`src/rtl/hazard_scoreboard.sv`:
```
// Data-hazard scoreboard: forward-select, hazard flags and load-use stall for decode.
// Outputs combinational from state and id_* in the same cycle; stall holds IF/ID and bubbles EX.
module hazard_scoreboard #(
  parameter int RA_W        = 2,
  parameter int STAGES      = 3,
  parameter int LOAD_READY  = 1,
  parameter int STALL_CNT_W = 16,
  parameter int FWD_W       = $clog2(STAGES + 1)
) (
  input  logic                   clk,
  input  logic                   rst_n,
  input  logic                   id_valid,
  input  logic [RA_W-1:0]        id_rs_a,
  input  logic                   id_use_a,
  input  logic [RA_W-1:0]        id_rs_b,
  input  logic                   id_use_b,
  input  logic                   id_wr_en,
  input  logic [RA_W-1:0]        id_rd,
  input  logic                   id_is_load,
  input  logic                   flush,
  output logic                   stall,
  output logic [FWD_W-1:0]       fwd_a,
  output logic [FWD_W-1:0]       fwd_b,
  output logic [1:0]             has_hazard,
  output logic [STALL_CNT_W-1:0] stall_cnt
);

  typedef struct packed {
    logic            v;
    logic [RA_W-1:0] rd;
    logic            ld;
  } entry_t;

  typedef struct packed {
    logic             hit;
    logic             load_use;
    logic [FWD_W-1:0] fwd;
  } lookup_t;

  entry_t  sb [STAGES];
  lookup_t look_a;
  lookup_t look_b;

  // Scan oldest to youngest so the lowest matching index is the one that sticks.
  function automatic lookup_t lookup(input logic [RA_W-1:0] rs, input logic use_rs);
    lookup_t r;
    r = '0;
    for (int i = STAGES - 1; i >= 0; i--) begin
      if (use_rs && sb[i].v && (sb[i].rd == rs)) begin
        r.hit      = 1'b1;
        r.load_use = sb[i].ld && (i < LOAD_READY);
        r.fwd      = FWD_W'(i + 1);
      end
    end
    return r;
  endfunction

  always_comb begin
    look_a     = lookup(id_rs_a, id_use_a);
    look_b     = lookup(id_rs_b, id_use_b);
    fwd_a      = look_a.fwd;
    fwd_b      = look_b.fwd;
    has_hazard = {look_a.hit, look_b.hit};
    stall      = id_valid && !flush && (look_a.load_use || look_b.load_use);
  end

  always_ff @(posedge clk or negedge rst_n) begin
    if (!rst_n) begin
      for (int i = 0; i < STAGES; i++) sb[i] <= '0;
    end else begin
      if (flush || stall) sb[0] <= '0;
      else                sb[0] <= '{v: id_valid && id_wr_en, rd: id_rd, ld: id_is_load};
      // Older entries keep advancing through a stall; flush also kills the EX instruction.
      for (int i = 1; i < STAGES; i++) begin
        if (i == 1 && flush) sb[i] <= '0;
        else                 sb[i] <= sb[i-1];
      end
    end
  end

  always_ff @(posedge clk or negedge rst_n) begin
    if (!rst_n)                        stall_cnt <= '0;
    else if (stall && stall_cnt != '1) stall_cnt <= stall_cnt + 1'b1;
  end

endmodule

```
`config.mk`:
```
export PLATFORM = sky130hd
export DESIGN_NAME = hazard_scoreboard
export DESIGN_NICKNAME = d
export VERILOG_FILES = /design/src/rtl/hazard_scoreboard.sv
export SDC_FILE = /design/constraint.sdc
export NUM_CORES = 1
export LEC_CHECK = 0
export ABC_AREA = 1
export ABC_CLOCK_PERIOD_IN_PS = 3900
export CAP_MARGIN = 40
export CORE_ASPECT_RATIO = 0.75
export CORE_MARGIN = 4
export CORE_UTILIZATION = 50
export CTS_CLUSTER_DIAMETER = 50
export DETAILED_ROUTE_END_ITERATION = 16
export GPL_TIMING_DRIVEN = 1
export PLACE_DENSITY = 0.79
export SLEW_MARGIN = 15
export SYNTH_ARGS = -nofsm -noshare
export SYNTH_HDL_FRONTEND = slang
export SYNTH_SLANG_ARGS = --single-unit
```
`constraint.sdc`:
```
create_clock -name clk -period 3.9 [get_ports clk]
set_input_delay 0.78 -clock clk [delete_from_list [all_inputs] [get_ports clk]]
set_output_delay 0.78 -clock clk [all_outputs]
set_load 0.01 [all_outputs]
```
==> impl_results.md <==
- Fin Hold WS: 453 ps
- IO Pins: 37
- Die Wd: 74.5 um
- Top Usage Layer GRT: met1
- Status: complete, no violations
- Synth Instances: 243
- Max_slew headroom: 64.3%
- Critical Path AT: 2530 ps
- Setup Skew: 4.11 ps
- Initial drt markers: 166
- Mux cell area share after synthesis: 0%
- DIE HEIGHT: 57.9 um
- Drt drc: 0
- Logic pwr share: 9.7%
- Placed Cells: 317
- Post-synthesis compound-gate area fraction: 2.41%
- Area growth syn-to-layout: 28.8%
- Final min period: 3310 ps
- Yosys cell types: 22
- Initial antenna violation count: 0
- Sequential Area: 651 um^2
- Drt wl/cell: 13.2 um
- Max-slew violation count: 0
- Die area: 4310 um^2
- Sequential fraction of the synthesis area: 39.2%
- Routability cong.: 0.893
- Antenna Cells: 0
- HP Class: reg2reg
- Row count: 17
- Switching share of power: 21.5%
- WS Path Type: in2out
- GRT Overall Usage: 21.6%
- GR Layer Usage met2: 29.2%
- Worst Setup End Kind: output pin
- Clock sink count: 26
- Yosys reg bits: 26
- Congestion Overflow GR: 0
- Worst VDD drop: 0.280 mV
- Vias per cell: 5.34
- Post-Syn Area: 1660 um^2
- Fin cells: 321
- Largest net degree at the start of global routing: 27
- Simple-gate portion of the synthesized area: 46.0%
- H-tree Lvls: 1
- Core area: 3060 um^2
- Clock Power Share: 39.7%
- Final period util: 84.9%
- Synth top area share: 39.2%
- Worst endpoint required time: 3120 ps
- Leakage: 0.993 nW
- Most frequent cells in the layout: nand2_1 (83), nor2_1 (36), clkdlybuf4s50_1 (36), inv_1 (26), dfrtp_1 (26)
- Xor and xnor area share after synthesis: 4.22%
- Total CTS buffers: 3
- Most common cell after layout, fill and taps aside: nand2_1
- Multi-input gate area: 886 um^2
- Worst Path Max Fanout: 5
- Cell area power density: 261 nW/um^2
- Synth area leader: dfrtp_1
- PortBufs: 36
- Syn Area/Cell: 6.83 um^2
- Sequential Power Share: 50.7%
- Met1 Resource Use GR: 33.9%
- Share of cells above drive strength 1: 5.30%
- Drt first pass iters: 4
- Adder-cell area share of the yosys netlist: 0.754%
- Worst-Margin Slew: 529 ps
- DR vias: 1713
- Post-CTS Setup Bufs: 0
- Combinational family with the most area after synthesis: simple AND/OR/NAND/NOR gates
- Psw: 0.120 mW
- First-pass GRT wire length: 7200 um
- Final setup viols: 0
- Min setup slack post-route: 588 ps
- Max cap viols: 0
- Hold Fails Final Rpt: 0
- Yosys warns: 0
- Post-CTS resize count: 0
- Int Power: 0.437 mW
- Clock Tree Buf Depth: 2
- Filler Cells Inserted: 276
- Clk Latency, worst-skew pair: 270 ps
- Syn Nets: 258
- Antenna Nets Post-Route: 0
- DP HPWL: 3360 um
- CTS tree: built
- Fmax: 0.302 GHz
- Crit path launch type: primary input
- Starting density of the core: 54.2%
- Nets: 299
- Vias in the first global route: 1560
- Setup TNS: 0 ps
- Clock slew at reported path FFs: 90 ps
- GR Util met3: 5.89%
- # hold bufs at CTS: 0
- Root Buffer: clkbuf_8
- Routed WL: 4240 um
- RSZ-0062 raised after global routing: false
- Synth area leaders: dfrtp_1 (39%), nand2_1 (19%), nor2_1 (8.1%)
- Place WS: 603 ps
-- Yosys cell counts --
cell      number
buf_6          1
nor2_2         2
ha_1           1
dfrtp_1       26
a21oi_1        1
nand3_1       25
nand2_4        1
nand2_2        1
nor4_1         4
nor3_2         1
clkinv_2       1
xor2_1         4
nand4_1       13
nor2_1        36
nand3_4        2
inv_2          1
xnor2_1        4
buf_2          1
nand2_1       83
nor3_1         2
o21ai_0        7
inv_1         26
-- path summary, 6_finish.rpt --
check / startpoint / cells after the start / slack (ps) / endpoint
setup / recovery: id_rs_b[1] / 7 / 590 / fwd_b[1]
hold / removal: sb[7] / 0 / 450 / sb[3]
setup reg to reg: stall_cnt[0] / 9 / 2040 / stall_cnt[8]
hold reg to reg: sb[7] / 0 / 450 / sb[3]
max in group asynchronous: rst_n / 2 / 2800 / sb[1]
min in group asynchronous: rst_n / 2 / 860 / sb[5]
-- cells by family after synthesis --
kind of cell	after synthesis
compound gates	8
xor+xnor	8
fa+ha+maj	1
buf+inv	30
flops	26
simple gates	170
-- power groups by stage --
stage	Sequential (mW)	Clock (mW)	Combinational [mW]
final	0.282	0.221	0.0538
after global routing	0.283	0.234	0.0600
after CTS	0.282	0.225	0.0538
after detailed placement	0.287	0	0.0538
after global placement	0.287	0	0.0531
after floorplan	0.285	0	0.0215
-- routing by layer --
| layer | vias to the layer above | part of all wire [%] |
|---|---|---|
| met5 | - | 0 |
| met4 | 0 | 1.5 |
| met3 | 8 | 10 |
| met2 | 79 | 40 |
| met1 | 763 | 49 |
| li1 | 863 | - |
-- metrics by stage --
step                      utilization, %  power, mW  cell area (um^2)
final                               69.8      0.557              2140
after global routing                69.8      0.577              2140
after CTS                           69.8      0.561              2140
after detailed placement            67.4      0.341              2070
after global placement              67.4      0.340              2070
after floorplan                        -      0.307              1660
-- state kept, by name (all words and copies together), names as in the netlist --
| name | flops |
|---|---|
| sb | 10 |
| stall_cnt | 16 |
-- final cells by class --
class | count | share of cell area (%)
sequential | 26 | 30.4
timing repair buffer | 38 | 17.6
clock buffer | 3 | 1.93
tap | 38 | 2.22
inverter | 28 | 4.98
clock inverter | 1 | 1.41
multi-input combinational | 187 | 41.5
-- worst max-delay path: stages --
cell and delay, ps:
clkdlybuf4s50_1 480, inv_1 130, nor2_1 50, nor4_1 340, nor2_1 100, nor2_1 100
clkdlybuf4s50_1 550
Power figures use the tool's default switching activity.
==> variant 1 (same settings) <==
The parameter `STALL_CNT_W` goes from 16 to 18.
--- a/src/rtl/hazard_scoreboard.sv
+++ b/src/rtl/hazard_scoreboard.sv
@@ -5,5 +5,5 @@
   parameter int STAGES      = 3,
   parameter int LOAD_READY  = 1,
-  parameter int STALL_CNT_W = 16,
+  parameter int STALL_CNT_W = 18,
   parameter int FWD_W       = $clog2(STAGES + 1)
 ) (
Ports: changed (resized stall_cnt); port bits go from 37 to 39. No check against the original RTL was run, so the function may have changed too.
==> variant 1 against the original RTL <==
- clock skew up 0.0021 ns
- worst setup slack worse by 0.15 ns
- cell area up 5.7%
- power down 5.3%
- clock power down 21%
- first-iteration DRC count down 33%
- area after synthesis up 8.1%
- maximum frequency down 4.5%
- synthesized cell count up 4.9%
- sequential cell count up 2
- via count up 1.8%
- wire length down 2.5%
- sequential power up 7.1%
- largest cell class unchanged
==> variant 1: results (changes against the original RTL) <==
[clock_tree]
clk_latency_ns=0.27  ; about the same
cts_root_buf=clkbuf_8
cts_setup_buffers=0  ; unchanged
ctsResizeCount=0  ; unchanged
h-tree-depth=1  ; unchanged
cts_buffer_depth=2  ; unchanged

[layout]
n_antenna_cell=0  ; unchanged
largest_registers=stall_cnt (18), sb (10)
drive_gt1_frac=0.0542  ; +0.00123
final_nets=311  ; +4.0%
finalNonFillerCells=335  ; +4.4%

[setup_path]
r2r-start=stall_cnt[0]$_DFFE_PN0P_
crit_slowest_cell=clkdlybuf4s50_1
endpoint=stall
crit_family=buffers and inverters
cp-startpoint=id_rs_a[1]
crit_fanout=11  ; +6
crit_arrival_ns=2.69  ; +0.16 ns
r2r_slack_ns=2.15  ; +0.11 ns
rr_endpoint=stall_cnt[17]$_DFFE_PN0P_
slowest_delay_ns=0.54

[logic_synthesis]
synth.top_cells.by_count=93 x nand2_1, 35 x nor2_1, 28 x dfrtp_1, 28 x inv_1, 13 x nand3_1
synth.distinct_cells=23  ; +4.5%
synth_compound_area_frac=0.0167  ; -0.00738
synth-seq-area-share=0.391  ; -0.00137
synthAdderAreaFrac=0.00698  ; -0.000563
ys_async_sr_fraction=1.00  ; unchanged
yosys.area_share.xor_xnor=0.0684  ; +0.0262
synth.net_count=270  ; +4.7%
syn_inst=255  ; +4.9%
synth_mux_area_frac=0  ; unchanged
yosys-top-cells-area=dfrtp_1 39%, nand2_1 19%, nor2_1 7.3%

[placement]
placed_cells=331  ; +4.4%
dpl.hpwl_mm=3.27  ; -2.8%
dp_slack_ns=0.478  ; -0.125 ns
port_buffers=38  ; +5.6%
gp_congestion=0.871  ; -2.4%
postPlaceCellArea_sq_mm=0.00220  ; +6.7%

[timing]
skew_ns=0.00617  ; +0.00207 ns
whs_ns=0.440  ; -0.0126 ns
maxSlewHeadroom=0.720  ; +0.0762
period_needed_ns=3.47  ; +0.154 ns

[pwr]
irDropWorstVdd_mv=0.223  ; -20%
p_leak_nw=1.10  ; +11%
intPower_mw=0.410  ; -6.1%

[route]
initialDrtViolationCount=112  ; -33%
wl_per_cell_um=12.3  ; -6.5%
via_count=1744  ; +1.8%

[grt]
grt_max_degree=29  ; +7.4%
grt_usage=0.189  ; -0.0275
grt_overflow=0  ; unchanged
antenna_found_initial=0  ; unchanged
grt_pass1_wl_mm=6.96  ; -3.3%
grt_pass1_vias=1545  ; -0.96%

[hold_path]
hold_depth=0  ; unchanged
hp-class=reg -> reg

[run_status]
status=complete, no violations

## variant 1: cell families after synthesis
family / count (synthesis)
xor gates and xnor gates: 14
buffers and inverters: 33
AOI/OAI and AO/OA: 6
DFF: 28
adders and majority gates: 1
and+or+nand+nor: 173
## variant 1: routing by layer
| metal | share of wire | GRT usage |
|---|---|---|
| met5 | 0 | 0 |
| met4 | 0.0065 | 0.0305 |
| met3 | 0.064 | 0.0392 |
| met2 | 0.41 | 0.283 |
| met1 | 0.52 | 0.286 |
## variant 1: layout make-up
type / count / area [sq um]
tap: 40 / 50.0
multi-input combinational: 194 / 953
fill: 301 / 1120
sequential: 28 / 701
inverter: 30 / 113
clock buffer: 4 / 55.1
timing repair buffer: 39 / 388
## variant 1: power groups by stage
stage	sequential [mW]	combinational [mW]	clock, mW
2_1_floorplan	0.306	0.0207	0
3_3_place_gp	0.307	0.0511	0
3_5_place_dp	0.307	0.0518	0
4_1_cts	0.302	0.0521	0.182
5_1_grt	0.303	0.0580	0.189
6_report	0.302	0.0518	0.174
==> variant 2 (same flow settings) <==
Made on the original files. Put one more register stage on the output `stall_cnt`, without a reset. The value now appears one clock later. The other outputs are not delayed to match.
--- a/src/rtl/hazard_scoreboard.sv
+++ b/src/rtl/hazard_scoreboard.sv
@@ -37,4 +37,6 @@
     logic [FWD_W-1:0] fwd;
   } lookup_t;
+
+  logic [STALL_CNT_W-1:0] stall_cnt_s0;
 
   entry_t  sb [STAGES];
@@ -80,6 +82,10 @@
 
   always_ff @(posedge clk or negedge rst_n) begin
-    if (!rst_n)                        stall_cnt <= '0;
-    else if (stall && stall_cnt != '1) stall_cnt <= stall_cnt + 1'b1;
+    if (!rst_n)                        stall_cnt_s0 <= '0;
+    else if (stall && stall_cnt_s0 != '1) stall_cnt_s0 <= stall_cnt_s0 + 1'b1;
+  end
+
+  always_ff @(posedge clk) begin
+    stall_cnt <= stall_cnt_s0;
   end
 
Behaviour: not the same (a bounded check fails within 4 cycles, from zero or initial values and one cycle with rst_n low).
==> variant 2 against the original RTL <==
- cell area is 16% higher
- global-route usage is 2.0 points lower
- sequential cell count increased by 16
- critical path depth up 1
- wire length up 5.3%
- power rose by 37%
- worst setup slack got worse by 0.13 ns
- area after synthesis is 19% higher
- clock power grew 17%
- count of clock-buffer cells in the layout is 5 higher
- combinational power increased by 2%
- synthesized cell count grew 4.1%
- critical path type unchanged
- largest power group unchanged
==> variant 2: results (changes against the original RTL) <==
[route]
vias_per_cell=5.15  ; -3.5%
initialDrtViolationCount=170  ; +2.4%
drt_wl_total_mm=4.46  ; +5.3%

[placement]
gp_congestion=0.922  ; +3.3%
dpl.hpwl_mm=3.35  ; -0.30%
placed_cells=341  ; +7.6%

[layout]
drive_gt1_frac=0.0640  ; +0.0110
final_nets=311  ; +4.0%
n_fill_cell=343  ; +24%
largest_registers=stall_cnt (16), stall_cnt_s0 (16), sb (10)

[setup_path]
rr_endpoint=stall_cnt_s0[11]$_DFFE_PN0P_
r2r_cells=7  ; -2
r2r-start=stall_cnt_s0[0]$_DFFE_PN0P_
crit_arrival_ns=2.66  ; +0.13 ns
slowest_delay_ns=0.57  ; +0.02 ns
crit_fanout=4  ; -1
r2r_slack_ns=2.07  ; +0.03 ns

[grt]
grt_pass1_wl_mm=7.83  ; +8.8%
grt_usage=0.197  ; -0.0196

[run_status]
status=complete, no violations

[pwr]
p_leak_nw=1.17  ; +18%
irDropWorstVdd_mv=0.295  ; +5.6%

[timing]
maxSlewHeadroom=0.779  ; +0.135
whs_ns=0.430  ; -0.0228 ns
skew_ns=0.00313  ; -0.000974 ns

[clock_tree]
clk_latency_ns=0.29  ; +0.02 ns
clk_pin_slew_ns=0.07  ; -0.02 ns
numCtsBuffers=5  ; +2

[logic_synthesis]
synth-seq-area-share=0.490  ; +0.0981
syn_inst=253  ; +4.1%
yosys-top-cells-area=dfrtp_1 33%, dfxtp_1 16%, nand2_1 15%
synth.top_cells.by_count=80 x nand2_1, 35 x nor2_1, 26 x dfrtp_1, 23 x nand3_1, 22 x inv_1
synth.distinct_cells=23  ; +4.5%
ys_async_sr_fraction=0.619  ; -0.381
synth.net_count=268  ; +3.9%

[hold_path]
hold_depth=0  ; unchanged
min_delay_worst_endpoint=sb[2]$_DFF_PN0_

[variant 2: area by class of cell]
class                           count  area, sq um  area share
Sequential cell                    42          971       0.391
Multi-Input combinational cell    181          888       0.358
Timing Repair Buffer               38          375       0.151
Inverter                           28          105      0.0423
Clock buffer                        8         80.1      0.0322
Tap cell                           52         65.1      0.0262
[variant 2: power by group]
group	total, mW	internal [mW]	switching (mW)	leakage (nW)
clock network	0.259	0.127	0.132	0.0395
registers	0.447	0.440	0.00707	0.486
logic	0.0547	0.0252	0.0295	0.647
total	0.760	0.592	0.169	1.17
[variant 2: cells by family (layout without fill, tap and decap cells)]
kind of cell | Yosys count | after routing | share of synthesized area
compound gates | 8 | 8 | 0.0202
xor+xnor | 9 | 9 | 0.0398
fa+ha+maj | 1 | 1 | 0.00632
buf+inv | 30 | 74 | 0.0613
flops | 42 | 42 | 0.490
simple gates | 163 | 163 | 0.382
[variant 2: worst max-delay path by stage]
stage | to | from | depth (start not counted) | slack, ns
global placement | stall | id_rs_a[1] | 8 | 0.51
detailed placement | stall | id_rs_a[1] | 8 | 0.52
CTS | stall | id_rs_a[1] | 8 | 0.51
global route | stall | id_rs_b[1] | 8 | 0.39
floorplan | stall | id_rs_a[0] | 6 | 1.68
finish | stall | id_rs_a[1] | 8 | 0.46
[variant 2: metal layers]
layer  up-vias  share of wire  wire (um)  GRT usage
met5         -              0          0          0
met4         0          0.016         73     0.0781
met1       836           0.48       2120      0.284
met2        52           0.45       1990      0.279
met3        11          0.061        274     0.0533
li1        899              -          -          -
[variant 2: stage by stage]
stage | worst slack, ns | area (sq um) | utilization
final | 0.462 | 2480 | 0.666
after global routing | 0.392 | 2480 | 0.666
after CTS | 0.515 | 2480 | 0.666
after detailed placement | 0.520 | 2400 | 0.644
after global placement | 0.511 | 2400 | 0.644
after floorplan | 1.68 | 1980 | -
[variant 2: worst max-delay path, delay by kind of cell]
kind | cells | cell delay (ns)
buf+inv | 3 | 1.18
simple gates | 5 | 0.69
